**config.mk**
```make
export PLATFORM = sky130hd
export DESIGN_NAME = snake_move_ctrl
export DESIGN_NICKNAME = d
export VERILOG_FILES = /design/src/rtl/snake_move_ctrl.sv
export SDC_FILE = /design/constraint.sdc
export NUM_CORES = 1
export LEC_CHECK = 0
export CAP_MARGIN = 20
export CORE_UTILIZATION = 30
export CTS_BUF_LIST = sky130_fd_sc_hd__clkbuf_4
export DETAILED_ROUTE_END_ITERATION = 10
export HOLD_SLACK_MARGIN = 0.12
export PLACE_DENSITY = 0.45
export SETUP_SLACK_MARGIN = 0.02
export SYNTH_ARGS = -nofsm -noshare
export SYNTH_HDL_FRONTEND = slang
export SYNTH_SLANG_ARGS = --single-unit
```
**constraint.sdc**
```tcl
create_clock -name clk -period 2.6 [get_ports clk]
set_input_delay 0.52 -clock clk [delete_from_list [all_inputs] [get_ports clk]]
set_output_delay 0.52 -clock clk [all_outputs]
set_load 0.01 [all_outputs]
```
**src/rtl/snake_move_ctrl.sv**
```systemverilog
// Snake head movement controller.
// Paces the head with a free-running tick counter and filters direction
// requests so the head never turns straight back on itself. The playfield
// wraps at every edge. Game flow is IDLE -> RUN <-> PAUSED, RUN -> DEAD -> RUN.
module snake_move_ctrl #(
  parameter int GRID_W      = 32,
  parameter int GRID_H      = 24,
  parameter int XW          = 5,
  parameter int YW          = 5,
  parameter int MOVE_PERIOD = 5000000,
  parameter int CW          = 23
) (
  input  logic          clk,
  input  logic          rst_n,
  input  logic [2:0]    direction,
  input  logic          start,
  input  logic          pause,
  input  logic          collide,
  output logic          step,
  output logic [XW-1:0] head_x,
  output logic [YW-1:0] head_y,
  output logic [2:0]    cur_dir,
  output logic [1:0]    state
);

  typedef enum logic [1:0] {
    ST_IDLE   = 2'b00,
    ST_RUN    = 2'b01,
    ST_PAUSED = 2'b10,
    ST_DEAD   = 2'b11
  } state_t;

  localparam logic [2:0]    DIR_LEFT  = 3'b001;
  localparam logic [2:0]    DIR_RIGHT = 3'b010;
  localparam logic [2:0]    DIR_UP    = 3'b011;
  localparam logic [2:0]    DIR_DOWN  = 3'b100;

  localparam logic [XW-1:0] X_MID    = XW'(GRID_W / 2);
  localparam logic [YW-1:0] Y_MID    = YW'(GRID_H / 2);
  localparam logic [XW-1:0] X_MAX    = XW'(GRID_W - 1);
  localparam logic [YW-1:0] Y_MAX    = YW'(GRID_H - 1);
  localparam logic [XW-1:0] X_ZERO   = XW'(0);
  localparam logic [YW-1:0] Y_ZERO   = YW'(0);
  localparam logic [XW-1:0] X_ONE    = XW'(1);
  localparam logic [YW-1:0] Y_ONE    = YW'(1);
  localparam logic [CW-1:0] CNT_ZERO = CW'(0);
  localparam logic [CW-1:0] CNT_ONE  = CW'(1);
  localparam logic [CW-1:0] CNT_LAST = CW'(MOVE_PERIOD - 1);

  state_t        state_r;
  logic [CW-1:0] cnt_r;
  logic          step_r;
  logic [XW-1:0] head_x_r;
  logic [YW-1:0] head_y_r;
  logic [2:0]    cur_dir_r;
  logic [2:0]    pend_r;

  logic [2:0]    pend_next_s;
  logic [XW-1:0] next_x_s;
  logic [YW-1:0] next_y_s;

  // True for the four legal direction codes.
  function automatic logic dir_valid(input logic [2:0] d);
    case (d)
      DIR_LEFT, DIR_RIGHT, DIR_UP, DIR_DOWN: return 1'b1;
      default:                               return 1'b0;
    endcase
  endfunction

  // True when request req points exactly opposite to heading cur.
  function automatic logic is_reverse(input logic [2:0] req, input logic [2:0] cur);
    case (req)
      DIR_LEFT:  return (cur == DIR_RIGHT);
      DIR_RIGHT: return (cur == DIR_LEFT);
      DIR_UP:    return (cur == DIR_DOWN);
      DIR_DOWN:  return (cur == DIR_UP);
      default:   return 1'b1;
    endcase
  endfunction

  // Filter this cycle's request into the pending heading and compute the wrapped next cell.
  always_comb begin
    pend_next_s = pend_r;
    next_x_s    = head_x_r;
    next_y_s    = head_y_r;
    if (dir_valid(direction) && !is_reverse(direction, cur_dir_r)) begin
      pend_next_s = direction;
    end else begin
      pend_next_s = pend_r;
    end
    case (pend_next_s)
      DIR_LEFT:  next_x_s = (head_x_r == X_ZERO) ? X_MAX  : head_x_r - X_ONE;
      DIR_RIGHT: next_x_s = (head_x_r == X_MAX)  ? X_ZERO : head_x_r + X_ONE;
      DIR_UP:    next_y_s = (head_y_r == Y_ZERO) ? Y_MAX  : head_y_r - Y_ONE;
      DIR_DOWN:  next_y_s = (head_y_r == Y_MAX)  ? Y_ZERO : head_y_r + Y_ONE;
      default: begin
        next_x_s = head_x_r;
        next_y_s = head_y_r;
      end
    endcase
  end

  // Game FSM, move pacing, heading and head position, all registered together.
  // The RUN cycle that leaves for PAUSED still counts as a RUN cycle, so a
  // pause only stretches the period by the number of cycles spent in PAUSED.
  always_ff @(posedge clk or negedge rst_n) begin
    if (!rst_n) begin
      state_r   <= ST_IDLE;
      cnt_r     <= CNT_ZERO;
      step_r    <= 1'b0;
      head_x_r  <= X_MID;
      head_y_r  <= Y_MID;
      cur_dir_r <= DIR_RIGHT;
      pend_r    <= DIR_RIGHT;
    end else begin
      step_r <= 1'b0;
      case (state_r)
        ST_IDLE, ST_DEAD: begin
          cnt_r <= CNT_ZERO;
          if (start) begin
            state_r   <= ST_RUN;
            head_x_r  <= X_MID;
            head_y_r  <= Y_MID;
            cur_dir_r <= DIR_RIGHT;
            pend_r    <= DIR_RIGHT;
          end else begin
            state_r <= state_r;
          end
        end
        ST_RUN: begin
          if (collide) begin
            // Collision beats both pause and a terminal-count step.
            state_r <= ST_DEAD;
            cnt_r   <= CNT_ZERO;
          end else begin
            pend_r <= pend_next_s;
            if (cnt_r == CNT_LAST) begin
              cnt_r     <= CNT_ZERO;
              step_r    <= 1'b1;
              cur_dir_r <= pend_next_s;
              head_x_r  <= next_x_s;
              head_y_r  <= next_y_s;
            end else begin
              cnt_r <= cnt_r + CNT_ONE;
            end
            if (pause) begin
              state_r <= ST_PAUSED;
            end else begin
              state_r <= ST_RUN;
            end
          end
        end
        ST_PAUSED: begin
          if (!pause) begin
            state_r <= ST_RUN;
          end else begin
            state_r <= ST_PAUSED;
          end
        end
        default: begin
          state_r <= ST_IDLE;
          cnt_r   <= CNT_ZERO;
        end
      endcase
    end
  end

  assign step    = step_r;
  assign head_x  = head_x_r;
  assign head_y  = head_y_r;
  assign cur_dir = cur_dir_r;
  assign state   = state_r;

endmodule

```
# After elaboration in Yosys (flattened, before gate mapping)

Index checks and enable logic that the tools add are counted.

Multiplexer cells: 33
Div/mod/pow operators: 0
Bitwise logic cells: 0
Shift operators: 0
Reduce and logical (&&, ||, !) cells: 12
$lt $le $gt $ge: 0
Eq/ne operators: 23
Multiply operators: 0
$add $sub $neg: 5

Operators by type and width:

| cell                    | number |
|---|---|
| $mux W5                 | 10 |
| $mux W23                | 2 |
| $pmux W23 S2            | 1 |
| $pmux W5 S2             | 4 |
| $add A23 B1 Y23 const B | 1 |
| $eq A23 B23 Y1 const B  | 1 |
| $eq A3 B2 Y1 const B    | 6 |
| $mux W3                 | 5 |
| $pmux W3 S2             | 2 |
| $add A5 B1 Y5 const B   | 2 |
| $eq A5 B5 Y1 const B    | 2 |
| $logic_not A5 Y1        | 2 |
| $reduce_and A5 Y1       | 2 |
| $sub A5 B1 Y5 const B   | 2 |
| $eq A3 B1 Y1 const B    | 3 |
| $eq A3 B3 Y1 const B    | 3 |
| $mux W2                 | 3 |
| $ne A2 B2 Y1 const B    | 3 |
| $ne A3 B1 Y1 const B    | 2 |
| $pmux W2 S3             | 1 |
| $eq A2 B2 Y1 const B    | 2 |
| $mux W1                 | 4 |
| $pmux W1 S4             | 1 |
| $reduce_and A4 Y1       | 1 |
| other kinds (8)         | 8 |

Memory bits (writable): 0
Latch bits: 0
Memories kept: 0
Output and inout bits: 16
Input bits: 8
ROM bits: 0
Bits in registers: 42
Logic and storage cells: 80

# Longest topological paths before layout

Gate-level depths: netlist (run 1).

Depth in word-level cells: 10
Gate-level depth with buffers: 10
Gate-level depth less buffers: 9

# Worst setup path after synthesis (run 1)

Ideal clock, no wire load.

Path kind: register to register
Start point: register state_r[0] (netlist: state[0])
End point: register head_y_r[0] (netlist: head_y[0])
Period minus slack after synthesis: 2.369 ns
Required time: 2.469 ns
Path slack: 0.231 ns
Buffers on the path: 1
Arrival time: 2.238 ns
Library setup time: 0.131 ns
Stages on the path, launching flop included: 11
Cells stage by stage: dfrtp_1 > inv_1 > ha_1 > clkbuf_1 > nor2b_1 > a21oi_1 > o21ai_0 > a2111oi_2 > a211oi_2 > o21ai_1 > o31ai_1

Longest elaborated chain between the ends: 4
Elaborated cells between the ends (all ways): 11
Classes of those cells: 6 x eq/ne; 1 x mux; 4 x reduce/logical

Ends and longest elaborated chain:

| element                                                      | line | source |
|---|---|---|
| start, declared                                              | 50   | `state_t state_r;` |
| start signal, assigned                                       | 127  | `state_r <= state_r;` |
| $eq A2 B2 Y1 or $logic_not A2 Y1 (tied branches)             | 117  | `case (state_r)` |
| $reduce_or A2 Y1                                             | 117  |  |
| $ne A2 B2 Y1 (no line) or $reduce_bool A2 Y1 (tied branches) | n/a  |  |
| $reduce_and A5 Y1 (no line)                                  | n/a  |  |
| end signal, assigned                                         | 142  | `head_y_r <= next_y_s;` |
| end, declared                                                | 54   | `logic [YW-1:0] head_y_r;` |

Several ways; a longest one is shown, not always the timed one.
A chain may end at the register's enable or synchronous reset.

# Final worst setup path (run 1)

Start point: input direction[2]
End point: register head_x_r[0] (netlist: head_x[0])

Longest elaborated chain between the ends: 10
Elaborated cells between the ends (all ways): 18
Classes of those cells: 7 x eq/ne; 7 x mux; 4 x reduce/logical

Ends and longest elaborated chain:

| element                                         | line   | source |
|---|---|---|
| start, declared                                 | 15     | `input logic [2:0] direction,` |
| $eq A3 B3 Y1, or another cell as far along      | 64, 72 |  |
| $pmux W1 S4 or $reduce_or A4 Y1 (tied branches) | 72, 64 |  |
| $logic_not A1 Y1 or $mux W1 (tied branches)     | 86, 64 |  |
| $logic_and A1 B1 Y1                             | 86     | `if (dir_valid(direction) && !is_reverse(direction, cur_dir_r)) begin` |
| $mux W3 (*)                                     | 86     |  |
| $eq A3 B2 Y1 or $eq A3 B1 Y1 (tied branches)    | 91     | `case (pend_next_s)` |
| $pmux W5 S2                                     | 91     |  |
| $mux W5                                         | 137    | `if (cnt_r == CNT_LAST) begin` |
| $mux W5                                         | 131    | `if (collide) begin` |
| $pmux W5 S2                                     | 117    |  |
| end signal, assigned                            | 141    | `head_x_r <= next_x_s;` |
| end, declared                                   | 53     | `logic [XW-1:0] head_x_r;` |

Mark *: on every way between the ends. The rest lies on a longest branch, timed or not. The select of a mux whose other input is x is not followed.

==> results.json, run 1 <==
{
  "grt_pass1_wl_mm": 12.6,
  "power_uw": 3020,
  "finalCritPeriodShare_pct": 93.7,
  "yosysSeqAreaShare_pct": 36.8,
  "clock_latency_ns": 0.36,
  "drtAntennaViolNets": 0,
  "finalSetupViolCount": 0,
  "synth_area_leaders": "dfrtp_1, nor2_1, dfstp_2",
  "cts_tree": "built",
  "synth_top_area_share_pct": 32.2,
  "dieWidth_um": 99.9,
  "tightest_slew_ns": 0.454,
  "drive_above_1_share_pct": 19.3,
  "placementRows": 35,
  "pin_count": 24,
  "num_antenna_cells": 0,
  "die_y_um": 99.9,
  "setup-tns-final_ns": 0,
  "grt.total_usage_pct": 15.8,
  "numCtsBuffers": 5,
  "p_leak_uw": 0.00151,
  "place_area_um2": 3480,
  "initial_core_util_pct": 31.1,
  "synth_cell_types": 71,
  "grt_overflow": 0,
  "fmax_mhz": 411,
  "irDropWorstVdd_mv": 0.308,
  "maxCapViolations": 0,
  "drtIter0Drc": 70,
  "ctsHtreeMaxLevel": 2,
  "vias": 2514,
  "hold_viol": 0,
  "path_class": "input pin to register",
  "io_buffers": 23,
  "startpoint_type": "input pin",
  "grt_setup_unrepaired": "no",
  "pre_cts_ws_ns": -0.348,
  "synth_top_area_cell": "dfrtp_1",
  "vias_per_cell": 4.90,
  "syn-instance-count": 325,
  "final_area_um2": 3580,
  "wirelength_mm": 7.23,
  "core_area_um2": 9240,
  "dieArea_um2": 9970,
  "critPathRequiredTime_ns": 2.90,
  "synth_edf_count": 0,
  "yosysWarningCount": 0,
  "max_slew_margin_pct": 69.4,
  "syn2layout_area_growth_pct": 24.7,
  "period_minus_slack_ns": 2.43,
  "clock-sinks": 42,
  "dp_hpwl_mm": 5.54,
  "fin_skew_ns": 0.0135,
  "gp_congestion": 0.788,
  "route.detailed.drc": 0,
  "synth.avg_cell_area_um2": 8.84,
  "p_per_area_nw_per_um2": 843,
  "ys_top_cells_by_count": "nor2_1, dfrtp_1, nand2_1, nand3_1, inv_1",
  "cp_max_fo": 7,
  "grt_max_degree": 22,
  "first_pass_iters": 4,
  "cp-end-kind": "register",
  "clk_pin_slew_ns": 0.13,
  "synthFlopType": "dfrtp_1",
  "routedWlPerCell_um": 14.1,
  "synthArstFlopShare_pct": 100,
  "yosys.cell_count.top_type": "nor2_1",
  "root_buffer": "clkbuf_4",
  "status": "finished, final reports clean",
  "final_cells": 513,
  "dp.cells": 503,
  "cts.path.max_buffers": 2,
  "synthesis.nets": 341,
  "ys_ff_latch": 42,
  "fillCellCount": 984,
  "worst_ep_arrival_time_ns": 2.73,
  "netlist_area_um2": 2870,
  "antenna_found_initial": 0,
  "postLayoutSetupSlackWorst_ns": 0.165,
  "grt_pass1_vias": 2553,
  "drv_slew": 0,
  "final_nets": 399,
  "min_path_type": "register to register"
}
-- cell usage in the layout (no fill, tap or decap), types with 4 or more instances in the layout --
cell type,n
nor2_1,42
buf_4,37
nor3_1,10
xor2_1,12
nand3_1,17
nand2_1,26
a21o_1,4
a31oi_1,4
dfrtp_1,37
nand2b_1,5
clkdlybuf4s50_1,20
inv_1,16
nand4_1,7
o21ai_0,8
ha_1,8
a21oi_1,15
dfstp_2,5
mux2i_1,5
clkbuf_4,6
xnor2_1,12
-- cells by family after synthesis --
kind of cell,after synthesis,share of synthesized area (%)
compound gates,72,18.6
buf+inv,27,3.92
fa+ha+maj,8,3.48
simple gates,146,27.7
xor+xnor,24,7.32
flops,42,36.8
mux,6,2.13
-- cell type report --
type	count	area, um^2	share of cell area (%)
clock buffers	6	45.0	1.26
well taps	129	161	4.50
inverters	16	60.1	1.68
repair buffers	62	523	14.6
flip-flops and latches	42	1060	29.5
multi-input cells	256	1730	48.2
clock inverters	2	8.76	0.244
-- final timing paths --
path	from	endpoint	slack [ns]	depth (start not counted)
max	direction[2]	head_x[0]	0.17	9
min	cnt_r[1]	cnt_r[1]	0.51	2
max reg2reg	cur_dir[1]	head_x[3]	0.21	8
min reg2reg	cnt_r[1]	cnt_r[1]	0.51	2
max in group asynchronous	rst_n	head_y[3]	1.38	3
min in group asynchronous	rst_n	state[0]	0.58	2
-- metal layers --
| layer | track usage [%] | routed length, um | up-vias |
|---|---|---|---|
| met5 | 0 | 0 | - |
| met4 | 3.39 | 64 | 0 |
| met3 | 2.44 | 160 | 7 |
| met2 | 26.5 | 3420 | 24 |
| met1 | 21.5 | 3590 | 1188 |
| li1 | - | - | 1295 |
-- what timing repair did --
action	4_1_cts	5_1_grt
hold buffers	1	0
resized for setup	0	6
endpoints found under the hold margin	12	0
setup buffers	0	1
setup endpoints to repair	0	7
-- critical path, stage by stage --
cell and delay, ns:
clkdlybuf4s50_1 0.47, buf_4 0.19, o21a_1 0.21, nor3_2 0.28, o21ai_0 0.26, buf_4 0.20
and2_1 0.15, o31a_1 0.31, a31oi_2 0.13
-- flip-flops by register name, indices dropped and copies added, names as in the netlist --
name	cells
step	1
cur_dir	3
head_x	5
pend_r	3
cnt_r	23
state	2
head_y	5
-- where the power goes --
part           switching [uW]  internal [uW]
logic                     880            819
registers                 188            793
clock network             227            113
-- metrics by stage --
step / utilization [%] / hold WS (ns)
after floorplan: - / 0.224
after CTS: 38.4 / 0.528
final: 38.8 / 0.514
after detailed placement: 37.7 / 0.462
after global placement: 37.7 / 0.451
after global routing: 38.8 / 0.561
Note: power is estimated with default switching activity, not from simulation.
==> run 2: changes to the inputs <==
--- a/config.mk
+++ b/config.mk
@@ -6,11 +6,14 @@
 export NUM_CORES = 1
 export LEC_CHECK = 0
 export CAP_MARGIN = 20
+export CELL_PAD_IN_SITES_DETAIL_PLACEMENT = 2
+export CELL_PAD_IN_SITES_GLOBAL_PLACEMENT = 2
 export CORE_UTILIZATION = 30
 export CTS_BUF_LIST = sky130_fd_sc_hd__clkbuf_4
 export DETAILED_ROUTE_END_ITERATION = 10
+export GPL_TIMING_DRIVEN = 0
 export HOLD_SLACK_MARGIN = 0.12
-export PLACE_DENSITY = 0.45
+export PLACE_DENSITY = 0.66
 export SETUP_SLACK_MARGIN = 0.02
 export SYNTH_ARGS = -nofsm -noshare
 export SYNTH_HDL_FRONTEND = slang
==> run 2 against run 1 <==
Highest routed layer unchanged. Largest cell class unchanged. First-iteration DRC count shrank 13%. Wire length grew 10%. Die area is the same. Register-to-register slack lost 0.09 ns. Clock-buffer cell count shrank 1. Power shrank 2.1%.
==> results.json, run 2 (same netlist as run 1, synthesis figures left out) <==
{
  "status": "finished, final reports clean",
  "grt_max_degree": 34,
  "p_switching_uw": 1330,
  "num_antenna_cells": 0,
  "p_clk_share_pct": 11.7,
  "layout_common_cells": "nor2_1, dfrtp_1, nand2_1",
  "pwr-share-seq_pct": 32.4,
  "first_pass_iters": 4,
  "top_register": "cnt_r",
  "max_slew_margin_pct": 61.7,
  "worst_ep_arrival_time_ns": 2.76,
  "startpoint_type": "register",
  "regArea_um2": 1060,
  "period_minus_slack_ns": 2.48,
  "drtAntennaViolNets": 0,
  "cp-end-kind": "register",
  "die_y_um": 99.9,
  "rrSetupSlack_ns": 0.12,
  "p_per_area_nw_per_um2": 857,
  "r2r_end": "head_x[1]",
  "path_class": "register to register",
  "holdCritStartpoint": "cnt_r[1]",
  "p_leak_uw": 0.00137,
  "cpLargestDelayFamily": "compound AO/OA/AOI/OAI gates",
  "whs_endpoint": "cnt_r[1]",
  "hold_viol": 0,
  "rr_startpoint": "cur_dir[1]",
  "pin_count": 24,
  "antenna_found_initial": 0,
  "hold_depth": 2,
  "maxCapViolations": 0,
  "final_util_pct": 37.3,
  "cts_tree": "built",
  "grt_setup_unrepaired": "yes",
  "fmax_mhz": 404,
  "reg2regPathDepth": 8,
  "final_nets": 376,
  "vias": 2518,
  "switching_share_pct": 45.0,
  "clk_pin_slew_ns": 0.15,
  "initial_core_util_pct": 31.1,
  "clock-sinks": 42,
  "vias_per_cell": 5.14,
  "irDropWorstVdd_mv": 0.234,
  "route.detailed.drc": 0,
  "drv_slew": 0,
  "multi_input_area_um2": 1780,
  "fin_skew_ns": 0.0176,
  "min_path_type": "register to register",
  "wirelength_mm": 7.97,
  "critPathRequiredTime_ns": 2.88,
  "layout_commonest_cell": "nor2_1",
  "core_area_um2": 9240,
  "postLayoutSetupSlackWorst_ns": 0.122,
  "dieArea_um2": 9970,
  "largest_reg_flops": 23,
  "placementRows": 35,
  "grt.total_usage_pct": 17.2,
  "grt_overflow": 0,
  "max_stage_delay_ns": 0.55,
  "routedWlPerCell_um": 16.3,
  "root_buffer": "clkbuf_4",
  "pwr-share-comb_pct": 55.8,
  "ctsHtreeMaxLevel": 2,
  "crit_path_top_delay_cell": "dfstp_2",
  "crit_chain": "buf_4, xnor2_1, a211o_1, o221a_1, or3_4, a221oi_4, o21a_4, mux2i_1",
  "gp_congestion": 0.754,
  "drtIter0Drc": 61,
  "syn2layout_area_growth_pct": 20.1,
  "grt_pass1_vias": 2818,
  "finalSetupViolCount": 0,
  "clock_latency_ns": 0.36,
  "grt_pass1_wl_mm": 13.8,
  "dp_hpwl_mm": 6.02,
  "drive_above_1_share_pct": 17.2,
  "tightest_slew_ns": 0.570,
  "numCtsBuffers": 5,
  "cp_num_buf_inv": 1,
  "finalCritPeriodShare_pct": 95.3,
  "cp_max_fo": 10,
  "io_buffers": 21,
  "pre_cts_ws_ns": -0.529,
  "fillCellCount": 1044,
  "cts.path.max_buffers": 2,
  "intPower_uw": 1630,
  "dieWidth_um": 99.9
}
[run 2: cell types whose count changed in the layout (fill, tap and decap cells not counted), moves of 3 or more]
cell      before  now
buf_4         37    9
a21oi_2        0    3
clkbuf_1       0    4
a21oi_1       15   12
[run 2: worst max path at each step]
stage            startpoint         to  slack (ns)  cells past startpoint
2_1_floorplan      state[0]  head_y[0]        0.23                     10
3_3_place_gp   direction[0]  head_x[1]       -0.51                      8
3_5_place_dp   direction[0]  head_x[1]       -0.53                      8
4_1_cts          cur_dir[1]  head_x[1]       0.007                      8
5_1_grt           cnt_r[13]  head_y[4]        0.01                      8
6_report         cur_dir[1]  head_x[1]        0.12                      8
[run 2: worst reg2reg max path, stage by stage (launching register included)]
cell and delay (ns):
dfstp_2 0.55, buf_4 0.16, xnor2_1 0.08, a211o_1 0.33
o221a_1 0.18, or3_4 0.38, a221oi_4 0.33, o21a_4 0.21
mux2i_1 0.19
[run 2: repair_timing]
action	CTS	global route
setup buffers	3	4
pin swaps	3	3
gates resized for setup	8	14
hold buffers	1	0
cloned	0	0
hold endpoints to repair	7	0
setup endpoints to repair	10	11
[run 2: through the flow]
stage / cell area, um^2 / power [uW] / TNS, ns / std cells / hold slack (ns)
global route: 3450 / 3220 / 0 / 490 / 0.541
detailed placement: 3260 / 2520 / -3.97 / 476 / 0.416
finish: 3450 / 2960 / 0 / 490 / 0.538
global placement: 3240 / 2490 / -14.81 / 475 / 0.487
CTS: 3370 / 2950 / 0 / 487 / 0.539
floorplan: 2870 / 1980 / 0 / 325 / 0.224
[run 2: metal layers]
layer	vias up	track usage, %	share of wire (%)
met5	-	0	0
met4	0	3.39	0.45
met3	4	2.37	1.7
met2	23	32.0	52
met1	1246	21.0	46
li1	1245	-	-
[run 2: power by group through the flow]
| stage | clock network, uW | logic [uW] | registers, uW |
|---|---|---|---|
| 2_1_floorplan | 0 | 1010 | 968 |
| 6_report | 347 | 1650 | 959 |
| 3_3_place_gp | 0 | 1530 | 966 |
| 4_1_cts | 373 | 1610 | 960 |
| 5_1_grt | 387 | 1840 | 991 |
| 3_5_place_dp | 0 | 1550 | 971 |
[run 2: layout make-up]
cell class / count / area share (%)
flip-flops and latches: 42 / 30.7
clock buffers: 5 / 1.09
multi-input cells: 256 / 51.6
inverters: 16 / 1.74
well taps: 129 / 4.68
plain buffers: 9 / 1.31
clock inverters: 3 / 0.616
repair buffers: 30 / 8.30
==> run 3: changes to the inputs <==
--- a/config.mk
+++ b/config.mk
@@ -8,12 +8,12 @@
 export CAP_MARGIN = 20
 export CELL_PAD_IN_SITES_DETAIL_PLACEMENT = 2
 export CELL_PAD_IN_SITES_GLOBAL_PLACEMENT = 2
-export CORE_UTILIZATION = 30
+export CORE_UTILIZATION = 37
 export CTS_BUF_LIST = sky130_fd_sc_hd__clkbuf_4
 export DETAILED_ROUTE_END_ITERATION = 10
 export GPL_TIMING_DRIVEN = 0
 export HOLD_SLACK_MARGIN = 0.12
-export PLACE_DENSITY = 0.66
+export PLACE_DENSITY = 0.8
 export SETUP_SLACK_MARGIN = 0.02
 export SYNTH_ARGS = -nofsm -noshare
 export SYNTH_HDL_FRONTEND = slang
==> constraint.sdc (replaced) <==
create_clock -name clk -period 2.4 [get_ports clk]
set_input_delay 0.48 -clock clk [delete_from_list [all_inputs] [get_ports clk]]
set_output_delay 0.48 -clock clk [all_outputs]
set_load 0.01 [all_outputs]
==> run 3 against run 2 <==
Wire length rose by 32%. Clock skew down 0.0094 ns. Clock power up 41%. Critical path type unchanged. Design area increased by 6.7%. Global-route usage rose by 6.8 points. Hold slack improved by 0.0039 ns. Die area decreased by 19%. Clock-buffer cell count rose by 1. Highest routed layer unchanged. Largest power group unchanged. Utilization up 13 points. Critical path depth did not move. Sequential cell count unchanged. The flow now finishes with violations (setup timing). Combinational power grew 38%.
==> results.json, run 3 (same netlist as run 1, synthesis figures left out) <==
{
  "grt_pass1_vias": 3087,
  "p_per_area_nw_per_um2": 1040,
  "reg2regPathDepth": 8,
  "vias_per_cell": 5.84,
  "dp_hpwl_mm": 6.03,
  "finalSetupViolCount": 10,
  "grt_util_met2_pct": 45.5,
  "fmax_mhz": 398,
  "min_path_type": "register to register",
  "drtIter0Drc": 161,
  "finalCritPeriodShare_pct": 105,
  "worst_ep_arrival_time_ns": 2.80,
  "routedWlPerCell_um": 22.0,
  "ctsHtreeMaxLevel": 2,
  "route.detailed.drc": 0,
  "numCtsBuffers": 5,
  "hold_depth": 2,
  "postLayoutSetupSlackWorst_ns": -0.115,
  "maxCapViolations": 0,
  "setup-tns-final_ns": -0.720,
  "holdCritStartpoint": "cnt_r[1]",
  "layout_common_cells": "nor2_1, dfrtp_1, nand2_1",
  "gr-usage-met3_pct": 3.05,
  "drive_above_1_share_pct": 25.1,
  "rrSetupSlack_ns": -0.12,
  "period_minus_slack_ns": 2.52,
  "dieWidth_um": 90.1,
  "top_register": "cnt_r",
  "layout_commonest_cell": "nor2_1",
  "irDropWorstVdd_mv": 0.365,
  "vias": 2793,
  "clk_pin_slew_ns": 0.14,
  "drtAntennaViolNets": 0,
  "gp_congestion": 0.764,
  "max_slew_margin_pct": 59.8,
  "grt_max_degree": 32,
  "placementRows": 31,
  "path_class": "register to register",
  "p_leak_uw": 0.00149,
  "tightest_slew_ns": 0.602,
  "final_nets": 394,
  "whs_endpoint": "cnt_r[1]",
  "grt_overflow": 0,
  "cp-end-kind": "register",
  "die_y_um": 90.1,
  "core_area_um2": 7370,
  "violations": "setup timing",
  "startpoint_type": "register",
  "pin_count": 24,
  "power_uw": 3830,
  "clock-sinks": 42,
  "largest_reg_flops": 23,
  "grt_setup_unrepaired": "yes",
  "wirelength_mm": 10.5,
  "cts.path.max_buffers": 2,
  "rr_startpoint": "cur_dir[1]",
  "clock_latency_ns": 0.35,
  "grt.total_usage_pct": 24.0,
  "num_antenna_cells": 0,
  "syn2layout_area_growth_pct": 28.2,
  "cp_max_fo": 7,
  "critPathRequiredTime_ns": 2.69,
  "drv_slew": 0,
  "hold_viol": 0,
  "use_met1_pct": 28.0,
  "antenna_found_initial": 0,
  "initial_core_util_pct": 39.0,
  "fin_skew_ns": 0.00823,
  "dieArea_um2": 8120,
  "root_buffer": "clkbuf_4",
  "io_buffers": 21,
  "r2r_end": "head_x[1]",
  "status": "finished with violations",
  "top_usage_layer": "met2",
  "grt_pass1_wl_mm": 15.7,
  "fillCellCount": 782,
  "first_pass_iters": 4,
  "cts_tree": "built"
}
## run 3: cell types whose count changed in the layout (fill, tap and decap cells not counted), moves of 2 or more
| cell | before | now |
|---|---|---|
| buf_6 | 0 | 2 |
| dfrtp_2 | 2 | 5 |
| buf_4 | 9 | 24 |
| dfrtp_1 | 35 | 32 |
| nor2_1 | 42 | 38 |
| clkbuf_4 | 5 | 8 |
| buf_2 | 4 | 2 |
| nor2_2 | 0 | 3 |
## run 3: worst max path at each step
stage | end | from | depth (start not counted) | slack (ns)
after detailed placement | head_x[1] | direction[0] | 8 | -0.71
after global routing | head_x[1] | cur_dir[1] | 10 | -0.22
final | head_x[1] | cur_dir[1] | 8 | -0.12
after CTS | head_x[1] | cur_dir[1] | 8 | -0.06
after floorplan | head_y[0] | state[0] | 10 | 0.03
after global placement | head_x[3] | direction[0] | 8 | -0.63
## run 3: stage by stage
step           cells  util, %  setup WS (ns)  hold slack [ns]  area [um^2]
4_1_cts          467     47.3        -0.0649            0.538         3490
2_1_floorplan    325        -         0.0309            0.184         2870
3_3_place_gp     445     43.5         -0.628            0.486         3210
3_5_place_dp     446     43.7         -0.707            0.412         3220
5_1_grt          478     50.0         -0.217            0.556         3680
6_report         478     50.0         -0.115            0.542         3680
## run 3: metal layers
metal | share of wire [%] | routed length [um] | vias to the layer above
met5 | 0 | 0 | -
met4 | 2.1 | 217 | 0
met3 | 2.9 | 301 | 20
met2 | 54 | 5640 | 57
met1 | 41 | 4350 | 1438
li1 | - | - | 1278
## run 3: area by class of cell
class | instances | area [um^2] | share of cell area (%)
flip-flops and latches | 42 | 1060 | 28.9
well taps | 99 | 124 | 3.36
repair buffers | 47 | 418 | 11.3
inverters | 16 | 60.1 | 1.63
multi-input cells | 256 | 1870 | 50.7
clock buffers | 6 | 45.0 | 1.22
clock inverters | 2 | 37.5 | 1.02
plain buffers | 10 | 67.6 | 1.83
## run 3: critical path, stage by stage (launching register included)
cell	delay (ns)
dfstp_2	0.60
buf_6	0.14
nor3b_2	0.20
o21a_1	0.25
nor3_4	0.10
or3_4	0.42
a221oi_4	0.31
o21a_4	0.21
mux2i_1	0.20
## run 3: timing repair
action | in CTS | in global routing
cloned | 1 | 0
buffers inserted | 12 | 11
pin swaps | 11 | 8
hold buffers | 1 | 0
endpoints found under the setup margin | 14 | 33
endpoints found under the hold margin | 8 | 0
gates resized for setup | 25 | 26
## run 3: where the power goes
group	internal (uW)	leakage, uW	switching [uW]
clock	231	0.0000419	259
sequential	861	0.000549	212
combinational	995	0.000895	1270
